**config.mk**
```make
export PLATFORM = sky130hd
export DESIGN_NAME = seq_mult_param
export DESIGN_NICKNAME = d
export VERILOG_FILES = /design/src/rtl/seq_mult_pkg.sv /design/src/rtl/mult_shift_add_dp.sv /design/src/rtl/seq_mult_param.sv
export SDC_FILE = /design/constraint.sdc
export NUM_CORES = 1
export LEC_CHECK = 0
export ABC_AREA = 1
export CAP_MARGIN = 20
export CORE_MARGIN = 4
export CORE_UTILIZATION = 43
export DETAILED_ROUTE_END_ITERATION = 7
export SYNTH_ARGS = -nofsm -noshare
export SYNTH_HDL_FRONTEND = slang
export SYNTH_HIERARCHICAL = 1
export SYNTH_SLANG_ARGS = --single-unit
export TNS_END_PERCENT = 10
```
**constraint.sdc**
```tcl
create_clock -name sys_clk -period 1.83 [get_ports sys_clk]
set_input_delay 0.2745 -clock sys_clk [delete_from_list [all_inputs] [get_ports sys_clk]]
set_output_delay 0.2745 -clock sys_clk [all_outputs]
set_load 0.1 [all_outputs]
```
**src/rtl/seq_mult_pkg.sv**
```systemverilog
// -----------------------------------------------------------------------------
// seq_mult_pkg
//   Shared types and helpers for the sequential shift-add multiplier.
//   - state_e : controller states (IDLE -> RUN -> DONE -> IDLE)
//   - MAX_W   : widest operand the helpers support
//   - abs_w   : magnitude of a w-bit two's-complement value held in MAX_W bits
// -----------------------------------------------------------------------------
package seq_mult_pkg;

    typedef enum logic [1:0] {
        ST_IDLE = 2'd0,
        ST_RUN  = 2'd1,
        ST_DONE = 2'd2
    } state_e;

    localparam int unsigned MAX_W = 32;

    // x holds a w-bit value zero-extended to MAX_W bits. When its sign bit is
    // set the magnitude is 2^w - x, which for -2^(w-1) gives 2^(w-1) and still
    // fits in w unsigned bits. The extra top bit keeps w = MAX_W exact.
    function automatic logic [MAX_W-1:0] abs_w(input logic [MAX_W-1:0] x,
                                               input int unsigned     w);
        if (x[w-1])
            return MAX_W'((33'd1 << w) - {1'b0, x});
        else
            return x;
    endfunction

endpackage

```
**src/rtl/mult_shift_add_dp.sv**
```systemverilog
// -----------------------------------------------------------------------------
// mult_shift_add_dp
//   Unsigned shift-add datapath: holds the multiplicand, the multiplier shift
//   register and a 2W-bit accumulator. Each step adds the multiplicand into the
//   upper half when the multiplier LSB is set, then shifts {carry,acc,mplier}
//   right by one. After W steps acc holds the full unsigned product.
// Ports
//   clk, rst   : clock, asynchronous active-high reset
//   ld_i       : load mcand_i/mplier_i, clear accumulator
//   step_i     : perform one add/shift iteration
//   fin_i      : operation finished, clear internal state
//   mcand_i    : W-bit unsigned multiplicand
//   mplier_i   : W-bit unsigned multiplier
//   acc_o      : 2W-bit accumulator (product after W steps)
// -----------------------------------------------------------------------------
module mult_shift_add_dp
    import seq_mult_pkg::*;
#(
    parameter int unsigned W = 4
) (
    input  logic           clk,
    input  logic           rst,
    input  logic           ld_i,
    input  logic           step_i,
    input  logic           fin_i,
    input  logic [W-1:0]   mcand_i,
    input  logic [W-1:0]   mplier_i,
    output logic [2*W-1:0] acc_o
);

    logic [W-1:0]   mcand_q;
    logic [W-1:0]   mplier_q,  mplier_d;
    logic [2*W-1:0] acc_q,     acc_d;
    logic [W:0]     sum;

    // The carry out of the upper-half add becomes the new MSB after the shift,
    // and the bit leaving acc enters the top of the multiplier register.
    always_comb begin
        sum      = {1'b0, acc_q[2*W-1:W]} + {1'b0, (mplier_q[0] ? mcand_q : {W{1'b0}})};
        acc_d    = {sum, acc_q[W-1:1]};
        mplier_d = {acc_q[0], mplier_q[W-1:1]};
    end

    always_ff @(posedge clk or posedge rst) begin
        if (rst) begin
            mcand_q  <= '0;
            mplier_q <= '0;
            acc_q    <= '0;
        end else if (ld_i) begin
            mcand_q  <= mcand_i;
            mplier_q <= mplier_i;
            acc_q    <= '0;
        end else if (step_i) begin
            mplier_q <= mplier_d;
            acc_q    <= acc_d;
        end else if (fin_i) begin
            mcand_q  <= '0;
            mplier_q <= '0;
            acc_q    <= '0;
        end
    end

    assign acc_o = acc_q;

endmodule

```
**src/rtl/seq_mult_param.sv**
```systemverilog
// -----------------------------------------------------------------------------
// seq_mult_param
//   Sequential W x W -> 2W multiplier, unsigned or two's-complement per op.
//   Signed operands are reduced to magnitudes on capture; the sign of the
//   result is reapplied when the product register is written in DONE.
//   Fixed latency: start sampled at edge 0, done pulses after edge W+1.
// Ports
//   sys_clk     : clock
//   sys_rst     : asynchronous active-high reset (aborts any operation)
//   start       : request, sampled only in IDLE
//   signed_mode : 1 = two's-complement operation, sampled with start
//   a, b        : W-bit operands, sampled with start
//   busy        : high while RUN or DONE
//   done        : one-cycle pulse, product updated this cycle
//   product     : last completed 2W-bit result, held until next done
// -----------------------------------------------------------------------------
module seq_mult_param
    import seq_mult_pkg::*;
#(
    parameter int unsigned W = 4
) (
    input  logic           sys_clk,
    input  logic           sys_rst,
    input  logic           start,
    input  logic           signed_mode,
    input  logic [W-1:0]   a,
    input  logic [W-1:0]   b,
    output logic           busy,
    output logic           done,
    output logic [2*W-1:0] product
);

    localparam int unsigned CW = $clog2(W + 1);

    state_e         state_q;
    logic [CW-1:0]  cnt_q,  cnt_d;
    logic           neg_q,  neg_d;
    logic           busy_q;
    logic           done_q;
    logic [2*W-1:0] product_q, product_d;

    logic           ld, step, fin;
    logic [W-1:0]   mcand_in, mplier_in;
    logic [2*W-1:0] acc;

    // Magnitudes are only taken in signed mode; unsigned operands pass through.
    assign mcand_in  = signed_mode ? W'(abs_w(MAX_W'(a), W)) : a;
    assign mplier_in = signed_mode ? W'(abs_w(MAX_W'(b), W)) : b;

    assign ld   = (state_q == ST_IDLE) && start;
    assign step = (state_q == ST_RUN);
    assign fin  = (state_q == ST_DONE);

    assign neg_d     = signed_mode & (a[W-1] ^ b[W-1]);
    assign cnt_d     = cnt_q + CW'(1);
    assign product_d = neg_q ? (~acc + 1'b1) : acc;

    mult_shift_add_dp #(.W(W)) u_dp (
        .clk      (sys_clk),
        .rst      (sys_rst),
        .ld_i     (ld),
        .step_i   (step),
        .fin_i    (fin),
        .mcand_i  (mcand_in),
        .mplier_i (mplier_in),
        .acc_o    (acc)
    );

    always_ff @(posedge sys_clk or posedge sys_rst) begin
        if (sys_rst) begin
            state_q   <= ST_IDLE;
            cnt_q     <= '0;
            neg_q     <= 1'b0;
            busy_q    <= 1'b0;
            done_q    <= 1'b0;
            product_q <= '0;
        end else begin
            done_q <= 1'b0;
            case (state_q)
                ST_IDLE: begin
                    if (start) begin
                        neg_q   <= neg_d;
                        cnt_q   <= '0;
                        busy_q  <= 1'b1;
                        state_q <= ST_RUN;
                    end
                end
                ST_RUN: begin
                    cnt_q <= cnt_d;
                    if (cnt_q == CW'(W - 1))
                        state_q <= ST_DONE;
                end
                ST_DONE: begin
                    product_q <= product_d;
                    done_q    <= 1'b1;
                    busy_q    <= 1'b0;
                    neg_q     <= 1'b0;
                    cnt_q     <= '0;
                    state_q   <= ST_IDLE;
                end
                default: begin
                    busy_q  <= 1'b0;
                    state_q <= ST_IDLE;
                end
            endcase
        end
    end

    assign busy    = busy_q;
    assign done    = done_q;
    assign product = product_q;

endmodule

```
; ---- Word level (Yosys, flattened, before mapping)
; Cells that the tools add are included.
[word_totals]
reg_bits = 32
latchBits = 0
ramBits = 0
romBits = 0
inputBits = 12
out_inout_bits = 10
word_cells = 59
memories = 0
[op_classes]
addsub = 5
multipliers = 0
div = 0
n_lt_le_gt_ge = 0
n_eq_ne = 6
shift = 0
n_mux = 24
bitwise_logic = 4
n_reduce_logical = 11
[op_table]
columns = cell, count
row1 = $mux 4, 10
row2 = $mux 8, 4
row3 = $reduce_and 2->1, 5
row4 = $pmux 3 s3, 1
row5 = $add 8x1->8 const B, 1
row6 = $not 8->8, 1
row7 = $sub 1x4->4 const A, 2
row8 = $reduce_bool 3->1, 2
row9 = $add 4x4->5, 1
row10 = $mux 2, 2
row11 = $ne 2x2->1 const B, 2
row12 = $pmux 1 s2, 2
row13 = $pmux 2 s2, 1
row14 = $reduce_bool 2->1, 2
row15 = $add 3x1->3 const B, 1
row16 = $eq 3x2->1 const B, 1
row17 = $mux 1, 3
row18 = $mux 3, 1
row19 = $eq 2x1->1 const B, 1
row20 = $eq 2x2->1 const B, 1
row21 = $logic_not 2->1, 1
row22 = $ne 2x1->1 const B, 1
row23 = $and 1x1->1, 1
row24 = $logic_and 1x1->1, 1
row25 = 2 further kinds, 2

; ---- Logic depth before layout (Yosys ltp)
; Gate-level depths: netlist of run 1.
[logic_depth]
word_depth = 4
ltp_mapped = 9
ltp_nobuf = 8

; ---- Cells and area by module
; The synthesis of run 1 kept the hierarchy.
[by_module_without_submodules]
columns = mod, instances, cells_each, area_each_um2, seq_area_each_um2
row1 = seq_mult_param, 1, 133, 991.0, 400.4
row2 = mult_shift_add_dp, 1, 98, 824.5, 400.4

; ---- Worst setup path before layout of run 1
; Ideal clock, no wire load.
[synth_timing]
path_type = reg2reg
startpoint = register u_dp.mplier_q[0]
endpoint = register u_dp.acc_q[5], in the netlist u_dp/acc_o[5]
setup_time_ns = 0.125
t_arrival_ns = 1.274
t_required_ns = 1.705
slack_ns = 0.431
stages_incl_launch_ff = 8
n_path_buf = 0
synth_period_minus_slack_ns = 1.399
cell_sequence = dfrtp_1 nand2_1 inv_1 ha_1 inv_1 fa_1 o21ai_0 o21ai_1
[synth_between]
elab_chain_cells = 4
[synth_rtl]
columns = item, line_no
row1 = from (decl), mult_shift_add_dp.sv:32  ; logic [W-1:0] mplier_q, mplier_d;
row2 = from (signal assigned), mult_shift_add_dp.sv:51  ; mplier_q <= mplier_i;
row3 = from (signal assigned), mult_shift_add_dp.sv:54  ; mplier_q <= mplier_d;
row4 = $mux 4, mult_shift_add_dp.sv:39  ; sum = {1'b0, acc_q[2*W-1:W]} + {1'b0, (mplier_q[0] ? mcand_q : {W{1'b0}})};
row5 = $add 4x4->5, mult_shift_add_dp.sv:39
row6 = $mux 8, mult_shift_add_dp.sv:53  ; end else if (step_i) begin
row7 = $mux 8, mult_shift_add_dp.sv:49  ; end else if (ld_i) begin
row8 = to (signal assigned), mult_shift_add_dp.sv:48  ; acc_q <= '0;
row9 = to (signal assigned), mult_shift_add_dp.sv:52  ; acc_q <= '0;
row10 = to (signal assigned), mult_shift_add_dp.sv:55  ; acc_q <= acc_d;
row11 = to (decl), mult_shift_add_dp.sv:33  ; logic [2*W-1:0] acc_q, acc_d;
; Every way passes these cells.
; A chain may end at the register's enable or synchronous reset.

; ---- Worst setup path in the final report of run 1
; Ends and elaborated chain as after synthesis.

==> results of run 1 <==
-- flip-flops by register name, indices dropped and copies added, names as in the netlist --
signal         count
busy               1
cnt_q              3
done               1
neg_q              1
product            8
state_q            2
u_dp/acc_o         8
u_dp/mcand_q       4
u_dp/mplier_q      4
-- layout by cell type (no fill, tap or decap), types with 3 or more instances in the layout --
cell and instances:
nand3_1 17, o21ai_0 7, a21oi_1 5, xor2_1 3, dfrtp_1 32, inv_1 38, o21ai_2 3, nand2_2 4
inv_2 4, buf_4 17, nor2_1 13, nand2_1 68, o21ai_1 10, ha_1 9, clkbuf_8 7, a22oi_1 4
clkdlybuf4s50_1 11
-- cell families (layout without fill, tap and decap cells) --
| group | after synthesis | after routing | synth area share |
|---|---|---|---|
| simple gates | 106 | 106 | 0.253 |
| xor+xnor | 3 | 3 | 0.0145 |
| fa+ha+maj | 10 | 10 | 0.0731 |
| buf+inv | 46 | 78 | 0.103 |
| compound gates | 34 | 34 | 0.115 |
| flops | 32 | 32 | 0.441 |
-- worst max-delay path: stages (launching register included) --
cell	delay [ns]
dfrtp_1	0.42
nand2_1	0.07
inv_1	0.05
ha_1	0.17
inv_1	0.06
fa_1	0.42
o21ai_0	0.19
o21ai_1	0.08
-- power breakdown --
group / switching (mW) / leakage (nW) / internal [mW]
combinational: 1.42 / 0.724 / 0.624
sequential: 0.221 / 0.415 / 0.985
clock: 0.249 / 0.0503 / 0.335
-- layer usage --
metal | up-vias | track usage | wire length (um)
met1 | 674 | 0.170 | 1470
met3 | 5 | 0.0455 | 163
met2 | 33 | 0.265 | 1690
met5 | - | 0 | 0
li1 | 786 | - | -
met4 | 0 | 0.0676 | 66
-- worst min path at each step --
stage	from	to	slack, ns	cells after the start
floorplan	sys_rst	busy	0.19	1
global placement	u_dp/mcand_q[1]	u_dp/mcand_q[1]	0.46	2
detailed placement	u_dp/mplier_q[2]	u_dp/mplier_q[2]	0.47	2
CTS	sys_rst	state_q[1]	0.34	3
global route	sys_rst	neg_q	0.37	3
finish	sys_rst	neg_q	0.34	3
-- layout make-up --
class | instances | area [um2]
clock buffer | 7 | 96.3
fill | 382 | 1840
inverter | 43 | 164
multi-input combinational | 153 | 827
sequential | 32 | 801
tap | 50 | 62.6
timing repair buffer | 28 | 238
-- metrics by stage --
| step | setup WS (ns) | power, mW | utilization |
|---|---|---|---|
| after global placement | 0.163 | 3.24 | 0.519 |
| after global routing | 0.113 | 4.15 | 0.543 |
| after CTS | 0.254 | 3.88 | 0.543 |
| after floorplan | 0.431 | 2.80 | - |
| after detailed placement | 0.148 | 3.28 | 0.519 |
| final | 0.251 | 3.83 | 0.543 |
==> results.yml, run 1 <==
floorplanning:
  die_h_um: 73.0
  fp.dieW_um: 73.0
  design.core.area_mm2: 0.00403
  die_area_mm2: 0.00533
  pin_count: 22
  placementRows: 23
  start_util: 0.451
sta:
  final_max_slew_viol_count: 0
  setup_viol: 0
  period_share: 0.863
  slew_headroom: 0.594
  hold_violations: 0
  tightest_slew_ns: 0.609
  fin_hold_ws_ns: 0.338
  fmax_mhz: 633
  layout_min_cycle_time_ns: 1.58
  setup_tns_ns: 0
  rsz0062_at_grt: "no"
  finClkSkew_ns: 0.00335
drt:
  drcViolationCount: 0
  drt-pass1-iter-count: 4
  drt_wl_total_um: 3390
  wire_per_inst_um: 10.8
  via_count: 1498
  vias_per_cell: 4.79
  drtIter0Drc: 56
  ant_nets: 0
setup_path:
  critPathLaunch: "u_dp/mplier_q[0]"
  critPathLaunchType: "flip-flop"
  rrSetupSlack_ns: 0.25
  end_kind: "flip-flop"
  arrival_ns: 1.74
  r2r_cells: 7
  rr_endpoint: "u_dp/acc_o[5]"
  required_ns: 2.00
  critPathKind: "flip-flop to flip-flop"
  worstPathMaxFanout: 5
  r2r_start: "u_dp/mplier_q[0]"
  worstSetupEndpoint: "u_dp/acc_o[5]"
placed_design:
  dp_hpwl_um: 2650
  routabilityCongestion: 0.819
  place_inst: 306
  port_buffers: 21
  placed_area_mm2: 0.00209
cells_and_area:
  design_area_mm2: 0.00219
  area_delta_synth_final_pct: 20.5
  drive_gt1_frac: 0.163
  layout.cells.non_filler: 313
  n_antenna_cell: 0
  finalNetCount: 285
pwr:
  vdd_drop_max_uv: 535
  powerDensity_mw_per_mm2: 1750
  p_leak_nw: 1.19
yosys:
  yosys_register_bits: 32
  yosysTopAreaCell: "dfrtp_1"
  ys_seq_area_frac: 0.441
  syn-num-nets: 253
  yosysWarnings: 6
  synth_common_cells: "68 x nand2_1, 38 x inv_1, 32 x dfrtp_1, 17 x nand3_1, 13 x nor2_1"
  synth-async-reset-ratio: 1.00
  yosysMostFrequentCell: "nand2_1"
  syn_area_mm2: 0.00182
  synth_cell_types: 25
  synth_top_area_share: 0.441
  synth_area_leaders: "dfrtp_1 44%, nand2_1 14%, inv_1 7.9%"
  postSynthAreaPerCell_um2: 7.86
  synth_ff_type: "dfrtp_1"
  synth_edf_count: 0
  netlist_instances: 231
grt:
  first_global_vias: 1474
  antenna_found_initial: 0
  grt_overflow: 0
  grt_max_degree: 17
  grt_pass1_wl_um: 6180
  track_usage: 0.152
min_path:
  hold_class: "input pin to asynchronous set/reset pin"
cts:
  cts_tree: "done"
  postCtsSetupBuffers: 0
  clk_latency_ns: 0.28
  clkTransAtPathRegs_ns: 0.07
  cts_made_buffers: 5
  htreeDepth: 2
  clock-root-buffer: "clkbuf_8"
  clk_path_buf_depth: 2
  clock_sinks: 32
  cts_resized: 0
  hold_buffers: 0
run:
  drv_cap: 0
outcome:
  run_status: "finished, final reports clean"
(Power assumes the default switching activity.)
==> run 2: changes to the inputs <==
- CAP_MARGIN: 20 -> 30
==> results of run 2 <==
Same layout as run 1: the final DEF is identical, and so are final timing and power.
